===== config.mk =====
export PLATFORM = sky130hd
export DESIGN_NAME = product_accumulator_flat
export DESIGN_NICKNAME = d
export VERILOG_FILES = /design/src/rtl/product_accumulator_if.sv /design/src/rtl/product_accumulator.sv /design/src/flat_wrapper.sv
export SDC_FILE = /design/constraint.sdc
export NUM_CORES = 1
export LEC_CHECK = 0
export ABC_AREA = 1
export CORE_AREA = 2 2 68 102
export CTS_BUF_LIST = sky130_fd_sc_hd__clkbuf_4 sky130_fd_sc_hd__clkbuf_8
export CTS_CLUSTER_DIAMETER = 30
export DETAILED_ROUTE_END_ITERATION = 10
export DIE_AREA = 0 0 70 104
export DONT_BUFFER_PORTS = 1
export GPL_TIMING_DRIVEN = 0
export HOLD_SLACK_MARGIN = 0.08
export PLACE_DENSITY = 0.82
export SLEW_MARGIN = 25
export SYNTH_ARGS = -nofsm -noshare
export SYNTH_HDL_FRONTEND = slang
export SYNTH_SLANG_ARGS = --single-unit

===== constraint.sdc =====
create_clock -name clk -period 2.8 [get_ports clk]
set_input_delay 0.56 -clock clk [delete_from_list [all_inputs] [get_ports clk]]
set_output_delay 0.56 -clock clk [all_outputs]
set_load 0.02 [all_outputs]

===== src/rtl/product_accumulator_if.sv =====
// Valid/ready bundle between the product stage, the accumulator
// and the downstream consumer of dot-product results.
interface product_accumulator_if #(
    parameter int PROD_WIDTH = 16,
    parameter int ACC_WIDTH  = 32
);
    logic                  flush;
    logic                  prod_valid;
    logic [PROD_WIDTH-1:0] prod_in;
    logic                  prod_ready;
    logic                  sum_valid;
    logic [ACC_WIDTH-1:0]  sum_out;
    logic                  sum_ovf;
    logic                  sum_ready;

    modport master (
        output flush, prod_valid, prod_in, sum_ready,
        input  prod_ready, sum_valid, sum_out, sum_ovf
    );

    modport slave (
        input  flush, prod_valid, prod_in, sum_ready,
        output prod_ready, sum_valid, sum_out, sum_ovf
    );
endinterface


===== src/rtl/product_accumulator.sv =====
// Sums VEC_LEN unsigned products into one saturating dot-product
// result with a sticky per-vector overflow flag.
module product_accumulator #(
    parameter int PROD_WIDTH = 16,
    parameter int ACC_WIDTH  = 32,
    parameter int VEC_LEN    = 64
) (
    input logic clk,
    input logic rst,
    product_accumulator_if.slave bus
);
    localparam int CNT_W = $clog2(VEC_LEN + 1);
    localparam logic [CNT_W-1:0] LAST = CNT_W'(VEC_LEN - 1);
    localparam bit SINGLE = (VEC_LEN == 1);

    typedef enum logic [1:0] {
        IDLE,
        ACCUM,
        HOLD
    } state_t;

    state_t               state;
    logic [ACC_WIDTH-1:0] acc;
    logic [CNT_W-1:0]     cnt;
    logic                 ovf;

    logic                 take;
    logic [ACC_WIDTH-1:0] prod_ext;
    logic [ACC_WIDTH:0]   sum_wide;

    assign bus.prod_ready = (state != HOLD);
    assign bus.sum_valid  = (state == HOLD);
    assign bus.sum_out    = acc;
    assign bus.sum_ovf    = ovf;

    assign take     = bus.prod_valid && bus.prod_ready;
    assign prod_ext = ACC_WIDTH'(bus.prod_in);
    // One extra bit catches the carry that triggers saturation
    assign sum_wide = {1'b0, acc} + {1'b0, prod_ext};

    always_ff @(posedge clk) begin
        if (rst) begin
            state <= IDLE;
            acc   <= '0;
            cnt   <= '0;
            ovf   <= 1'b0;
        end else begin
            unique case (state)
                IDLE: begin
                    if (bus.flush) begin
                        acc <= '0;
                        cnt <= '0;
                        ovf <= 1'b0;
                    end else if (take) begin
                        acc   <= prod_ext;
                        cnt   <= CNT_W'(1);
                        ovf   <= 1'b0;
                        state <= SINGLE ? HOLD : ACCUM;
                    end
                end
                ACCUM: begin
                    if (bus.flush) begin
                        acc   <= '0;
                        cnt   <= '0;
                        ovf   <= 1'b0;
                        state <= IDLE;
                    end else if (take) begin
                        if (sum_wide[ACC_WIDTH]) begin
                            acc <= '1;
                            ovf <= 1'b1;
                        end else begin
                            acc <= sum_wide[ACC_WIDTH-1:0];
                        end
                        cnt <= cnt + CNT_W'(1);
                        if (cnt == LAST) state <= HOLD;
                    end
                end
                HOLD: begin
                    if (bus.sum_ready) state <= IDLE;
                end
                default: state <= IDLE;
            endcase
        end
    end
endmodule


===== src/flat_wrapper.sv =====
// flat-port wrapper written by rule: the top's interface ports become plain ports
module product_accumulator_flat 
#(
    parameter int PROD_WIDTH = 16,
    parameter int ACC_WIDTH  = 32,
    parameter int VEC_LEN    = 64
)
  (clk, rst, bus_flush, bus_prod_valid, bus_prod_in, bus_sum_ready, bus_prod_ready, bus_sum_valid, bus_sum_out, bus_sum_ovf);
  product_accumulator_if #(.PROD_WIDTH(PROD_WIDTH), .ACC_WIDTH(ACC_WIDTH)) bus_i ();
  input logic clk;
  input logic rst;
  input wire logic [$bits(bus_i.flush)-1:0] bus_flush;
  input wire logic [$bits(bus_i.prod_valid)-1:0] bus_prod_valid;
  input wire logic [$bits(bus_i.prod_in)-1:0] bus_prod_in;
  input wire logic [$bits(bus_i.sum_ready)-1:0] bus_sum_ready;
  output wire logic [$bits(bus_i.prod_ready)-1:0] bus_prod_ready;
  output wire logic [$bits(bus_i.sum_valid)-1:0] bus_sum_valid;
  output wire logic [$bits(bus_i.sum_out)-1:0] bus_sum_out;
  output wire logic [$bits(bus_i.sum_ovf)-1:0] bus_sum_ovf;
  assign bus_i.flush = bus_flush;
  assign bus_i.prod_valid = bus_prod_valid;
  assign bus_i.prod_in = bus_prod_in;
  assign bus_i.sum_ready = bus_sum_ready;
  assign bus_prod_ready = bus_i.prod_ready;
  assign bus_sum_valid = bus_i.sum_valid;
  assign bus_sum_out = bus_i.sum_out;
  assign bus_sum_ovf = bus_i.sum_ovf;
  product_accumulator #(.PROD_WIDTH(PROD_WIDTH), .ACC_WIDTH(ACC_WIDTH), .VEC_LEN(VEC_LEN)) u_core (.clk(clk), .rst(rst), .bus(bus_i));
endmodule

==> flow_summary.yaml, run 1 <==
worst_setup_path:
  cp-end-kind: "flip-flop"
  critPathMaxFanout: 10
  critPathLaunchType: "flip-flop"
  cpMostUsedCell: "nand2_1"
  path_cells: "ha_1 -> fa_1 -> nand2_1 -> o21ai_2 -> nand2_1 -> nand2_1 -> nand2_1 -> nand2b_4 -> nand2_4 -> buf_6 -> nand3_2 -> nand2_1 -> a21oi_2"
  worst-setup-path-type: "flip-flop to flip-flop"
  slowest_stage: "fa_1"
  cpPeakStageDelay_ps: 410
  arrival_ps: 2580
  required_ps: 2970
cells_and_area:
  finalNetCount: 664
  drive_gt1_share_pct: 12.5
  final_util_pct: 61.5
  stdcell_count: 702
  synthToLayoutAreaGrowth_pct: 4.94
  diodes: 0
timing:
  timing.setup.tns_ps: 0
  clock.fmax_mhz: 415
  setup-violations-final: 0
  finalClockSkew_ps: 10.6
  hold_violations: 0
  min_period_over_period_pct: 86.0
  min_period_ps: 2410
  rsz0062_at_grt: "false"
  worst_pin_slew_ps: 718
  final_max_slew_viol_count: 0
  slew_headroom_pct: 52.2
floorplanning:
  coreArea_mm2: 0.00640
  ios: 56
  die_h_um: 104
  start_util_pct: 58.6
  dieWidth_um: 70
  std_cell_rows: 36
  die-area_mm2: 0.00728
route:
  drcViolationCount: 0
  route.met3.wl_um: 592
  top_layer: "met4"
  avgViaCountPerCell: 5.46
  dr.pass1.iters: 5
  vias: 3833
  wl_met1_mm: 3.72
  wirelength_mm: 10.1
  route.antenna.remaining_nets: 0
  post_drt_wl_per_cell_um: 14.3
  drt-initial-drc-count: 184
  met2WireLength_mm: 5.32
logic_synthesis:
  yosys-top-cells-count: "nand2_1, inv_1, nand3_1"
  synth_top_area_share_pct: 22.4
  yosys_warnings: 0
  synth-main-ff-cell: "dfxtp_1"
  synth_cell_types: 38
  async_flop_share_pct: 0
  syn_nets: 657
  synth_cells: 618
  synth.area.top_cells: "dfxtp_1, nand2_1, inv_1, nand3_1, ha_1"
  synth_edf_count: 0
  netlist_area_mm2: 0.00375
  seq_area_frac_synth_pct: 22.4
  synth-seq-cells: 42
  synth_most_common_cell: "nand2_1"
  yosysTopAreaCell: "dfxtp_1"
  syn_avg_cell_area_um2: 6.07
clock_tree:
  path_clk_slew_ps: 90
  root_buffer: "clkbuf_8"
  htree_levels: 2
  holdBufCountCts: 0
  post_cts_resized: 0
  cts_buffers: 5
  cts_setup_buffers: 0
  cts_tree: "built"
  cts.sinks: 42
  clk_latency_ps: 310
  clock_path_buffers: 2
power_and_ir_drop:
  power_density_mw_per_mm2: 495
  peakVddDrop_uv: 230
  p_leak_nw: 1.96
  power_w: 0.00195
global_routing:
  gr-total-overflow: 0
  grt_pass1_wl_mm: 16.6
  grt_util_all_layers_pct: 28.1
  grt_pass1_vias: 3772
  grt_max_degree: 15
  antenna_found_initial: 0
placed_design:
  gp_congestion: 1.01
  dp_hpwl_mm: 8.14
  dpl.cell_count: 694
  numPortBuffers: 0
run:
  maxCapViolCount: 0
hold_path:
  worstHoldPathType: "primary input to flip-flop"
outcome:
  status: "finished, final reports clean"
==> worst max-delay path, delay by kind of cell, from the launching register on <==
kind            cells  cell delay, ps
fa+ha+maj           2             670
compound gates      2             140
buf+inv             1             190
simple gates        8             860
flops               1             400
==> stage by stage <==
stage          area, um^2  worst slack (ps)  hold slack (ps)
2_1_floorplan        3750               576              450
6_report             3940               393              432
3_5_place_dp         3850               272              469
4_1_cts              3940               382              424
5_1_grt              3940               235              426
3_3_place_gp         3850               291              464
==> flip-flops by register name (all words and copies together), names as in the netlist <==
signal	cells
u_core.bus.sum_out	32
u_core.state	2
u_core.bus.sum_ovf	1
u_core.cnt	7
==> where the power goes <==
part           internal (W)  switching (W)
Combinational      0.000244       0.000547
Sequential         0.000649       0.000105
Clock              0.000175       0.000228
==> layout make-up <==
class	count	area, um^2
inverter	102	383
fill	606	2460
buffer	16	86.3
clock inverter	3	21.3
multi-input combinational	458	2440
clock buffer	5	68.8
tap	76	95.1
sequential	42	841
==> cells by family (layout without fill, tap and decap cells) <==
kind of cell	after synthesis	after routing	synth area share [%]
AOI/OAI and AO/OA	91	91	15.9
xor gates and xnor gates	14	14	3.27
adders and majority gates	18	18	6.20
buffers and inverters	118	126	12.5
DFF	42	42	22.4
and+or+nand+nor	335	335	39.7
==> cells in the final DEF, fill, tap and decap left out, types with 9 or more instances in the layout <==
cell / Yosys / routed
dfxtp_1: 42 / 42
a21oi_1: 39 / 39
nor2_1: 35 / 35
nand3_1: 54 / 54
inv_1: 88 / 88
a21oi_2: 17 / 17
o21ai_1: 10 / 10
nand2_1: 212 / 212
xor2_1: 14 / 14
nand3_2: 10 / 10
inv_2: 13 / 13
nor3_1: 9 / 9
ha_1: 17 / 17
o21ai_2: 11 / 11
==> metal layers <==
layer	global-route usage, %	vias up
li1	-	1959
met4	15.8	0
met2	53.3	120
met3	6.10	38
met1	27.3	1716
met5	0	-
==> final timing paths <==
kind	from	slack, ps	end	depth (start not counted)
worst max-delay path	u_core.bus.sum_out[0]	390	u_core.bus.sum_out[26]	13
worst min-delay path	bus_flush	430	u_core.bus.sum_out[8]	3
worst max register to register	u_core.bus.sum_out[0]	390	u_core.bus.sum_out[26]	13
worst min register to register	u_core.cnt[6]	480	u_core.cnt[6]	2
No activity file was read; power rests on OpenSTA's default activity.
==> run 2, diff against run 1 <==
- RECOVER_POWER: default -> 100
==> run 2 against run 1 <==
- hold slack better by 16 ps
- sequential power about the same
- clock-buffer cell count unchanged
- worst setup slack worse by 100 ps
- combinational power down 2.7%
- non-clock buffer count unchanged
- first-iteration DRC count up 5.4%
- critical endpoint is now u_core.bus.sum_out[2]
- largest power group unchanged
- highest routed layer unchanged
==> flow_summary.yaml, run 2 (synthesis gave the netlist of run 1 again) <==
floorplanning:
  die-area_mm2: 0.00728
  dieWidth_um: 70
  start_util_pct: 58.6
  std_cell_rows: 36
  ios: 56
  die_h_um: 104
  coreArea_mm2: 0.00640
global_routing:
  grt_util_all_layers_pct: 28.1
  grt_pass1_wl_mm: 16.6
  grt_max_degree: 15
  grt_pass1_vias: 3772
  gr-total-overflow: 0
  antenna_found_initial: 0
route:
  drcViolationCount: 0
  avgViaCountPerCell: 5.47
  post_drt_wl_per_cell_um: 14.4
  drt-initial-drc-count: 194
  route.antenna.remaining_nets: 0
  vias: 3840
  wirelength_mm: 10.1
  dr.pass1.iters: 5
hold_path:
  holdPathEnd: "u_core.cnt[0]"
  worstHoldStart: "bus_flush"
  hold_depth: 3
  worstHoldPathType: "primary input to flip-flop"
worst_setup_path:
  arrival_ps: 2680
  critPathMaxFanout: 10
  cp-end-kind: "flip-flop"
  worst-r2r-cell-count: 10
  r2r_slack_ps: 290
  required_ps: 2970
  timing.rr.end: "u_core.bus.sum_out[2]"
  startpoint: "u_core.bus.sum_out[15]"
  worst-setup-path-type: "flip-flop to flip-flop"
  critPathLaunchType: "flip-flop"
  r2r_start: "u_core.bus.sum_out[15]"
clock_tree:
  root_buffer: "clkbuf_8"
  htree_levels: 2
  post_cts_resized: 0
  cts_tree: "built"
  path_clk_slew_ps: 90
  cts.sinks: 42
  clock_path_buffers: 2
  clk_latency_ps: 310
  cts_setup_buffers: 0
  cts_buffers: 5
  holdBufCountCts: 0
cells_and_area:
  diodes: 0
  synthToLayoutAreaGrowth_pct: 2.84
  largest_reg_flops: 32
  final_cell_mix: "nand2_1, inv_1, nand3_1"
  nFillCells: 619
  final_common_cell: "nand2_1"
  finalNetCount: 664
  drive_gt1_share_pct: 9.74
timing:
  finalClockSkew_ps: 12.8
  slew_headroom_pct: 52.6
  timing.setup.tns_ps: 0
  min_period_over_period_pct: 89.6
  final_max_slew_viol_count: 0
  clock.fmax_mhz: 399
  worst_pin_slew_ps: 711
  whs_ps: 448
  min_period_ps: 2510
  hold_violations: 0
  setup-violations-final: 0
  rsz0062_at_grt: "false"
run:
  maxCapViolCount: 0
power_and_ir_drop:
  peakVddDrop_uv: 227
  power_density_mw_per_mm2: 500
  power_frac_seq_pct: 39.0
  pwr-share-clk_pct: 21.0
  comb_power_share_pct: 40.0
  p_leak_nw: 1.88
  switchingPower_w: 0.000870
  internal_power_w: 0.00106
  swShare_pct: 45.1
placed_design:
  gp_congestion: 1.01
  dp_hpwl_mm: 8.14
  numPortBuffers: 0
outcome:
  status: "finished, final reports clean"
==> run 2: worst max-delay path, stage by stage (launching register included) <==
cell,delay (ps)
dfxtp_1,480
ha_1,330
a21oi_1,310
inv_1,70
nor2_1,140
o21ai_0,160
a21oi_1,420
nor2_8,90
buf_8,170
o21ai_2,130
a21oi_2,60
==> run 2: per-layer routing <==
layer  share of wire (%)  vias up  GRT usage [%]
met1                  37     1714           27.3
met4                 4.3        0           15.8
li1                    -     1962              -
met5                   0        -              0
met2                  53      125           53.3
met3                 6.1       39           6.10
==> run 2: area by class of cell <==
cell class              instances  area, um^2  area share (%)
plain buffers                  16        82.6            2.14
multi-input cells             458        2370            61.3
well taps                      76        95.1            2.47
clock inverters                 3        21.3           0.551
flip-flops and latches         42         841            21.8
inverters                     102         383            9.93
clock buffers                   5        68.8            1.78
==> run 2: worst max path at each step <==
stage,to,slack [ps],cells after the start
final,u_core.bus.sum_out[2],290,10
after global routing,u_core.bus.sum_out[2],150,10
after CTS,u_core.bus.sum_out[26],380,13
after detailed placement,u_core.bus.sum_out[24],270,13
after global placement,u_core.bus.sum_out[26],290,13
after floorplan,u_core.bus.sum_ovf,580,12
==> run 2: power groups by stage <==
stage / clock (W) / sequential [W] / combinational [W]
2_1_floorplan: 0 / 0.000751 / 0.000617
3_3_place_gp: 0 / 0.000764 / 0.000757
3_5_place_dp: 0 / 0.000768 / 0.000781
4_1_cts: 0.000418 / 0.000754 / 0.000788
5_1_grt: 0.000440 / 0.000761 / 0.000858
6_report: 0.000404 / 0.000753 / 0.000771
==> run 2: per-stage QoR <==
stage	worst slack [ps]	total power (W)	utilization (%)	cells	area, um^2
final	292	0.00193	60.3	702	3860
after global routing	148	0.00206	60.3	702	3860
after CTS	382	0.00196	61.5	702	3940
after detailed placement	272	0.00155	60.1	694	3850
after global placement	291	0.00152	60.1	694	3850
after floorplan	576	0.00137	-	618	3750
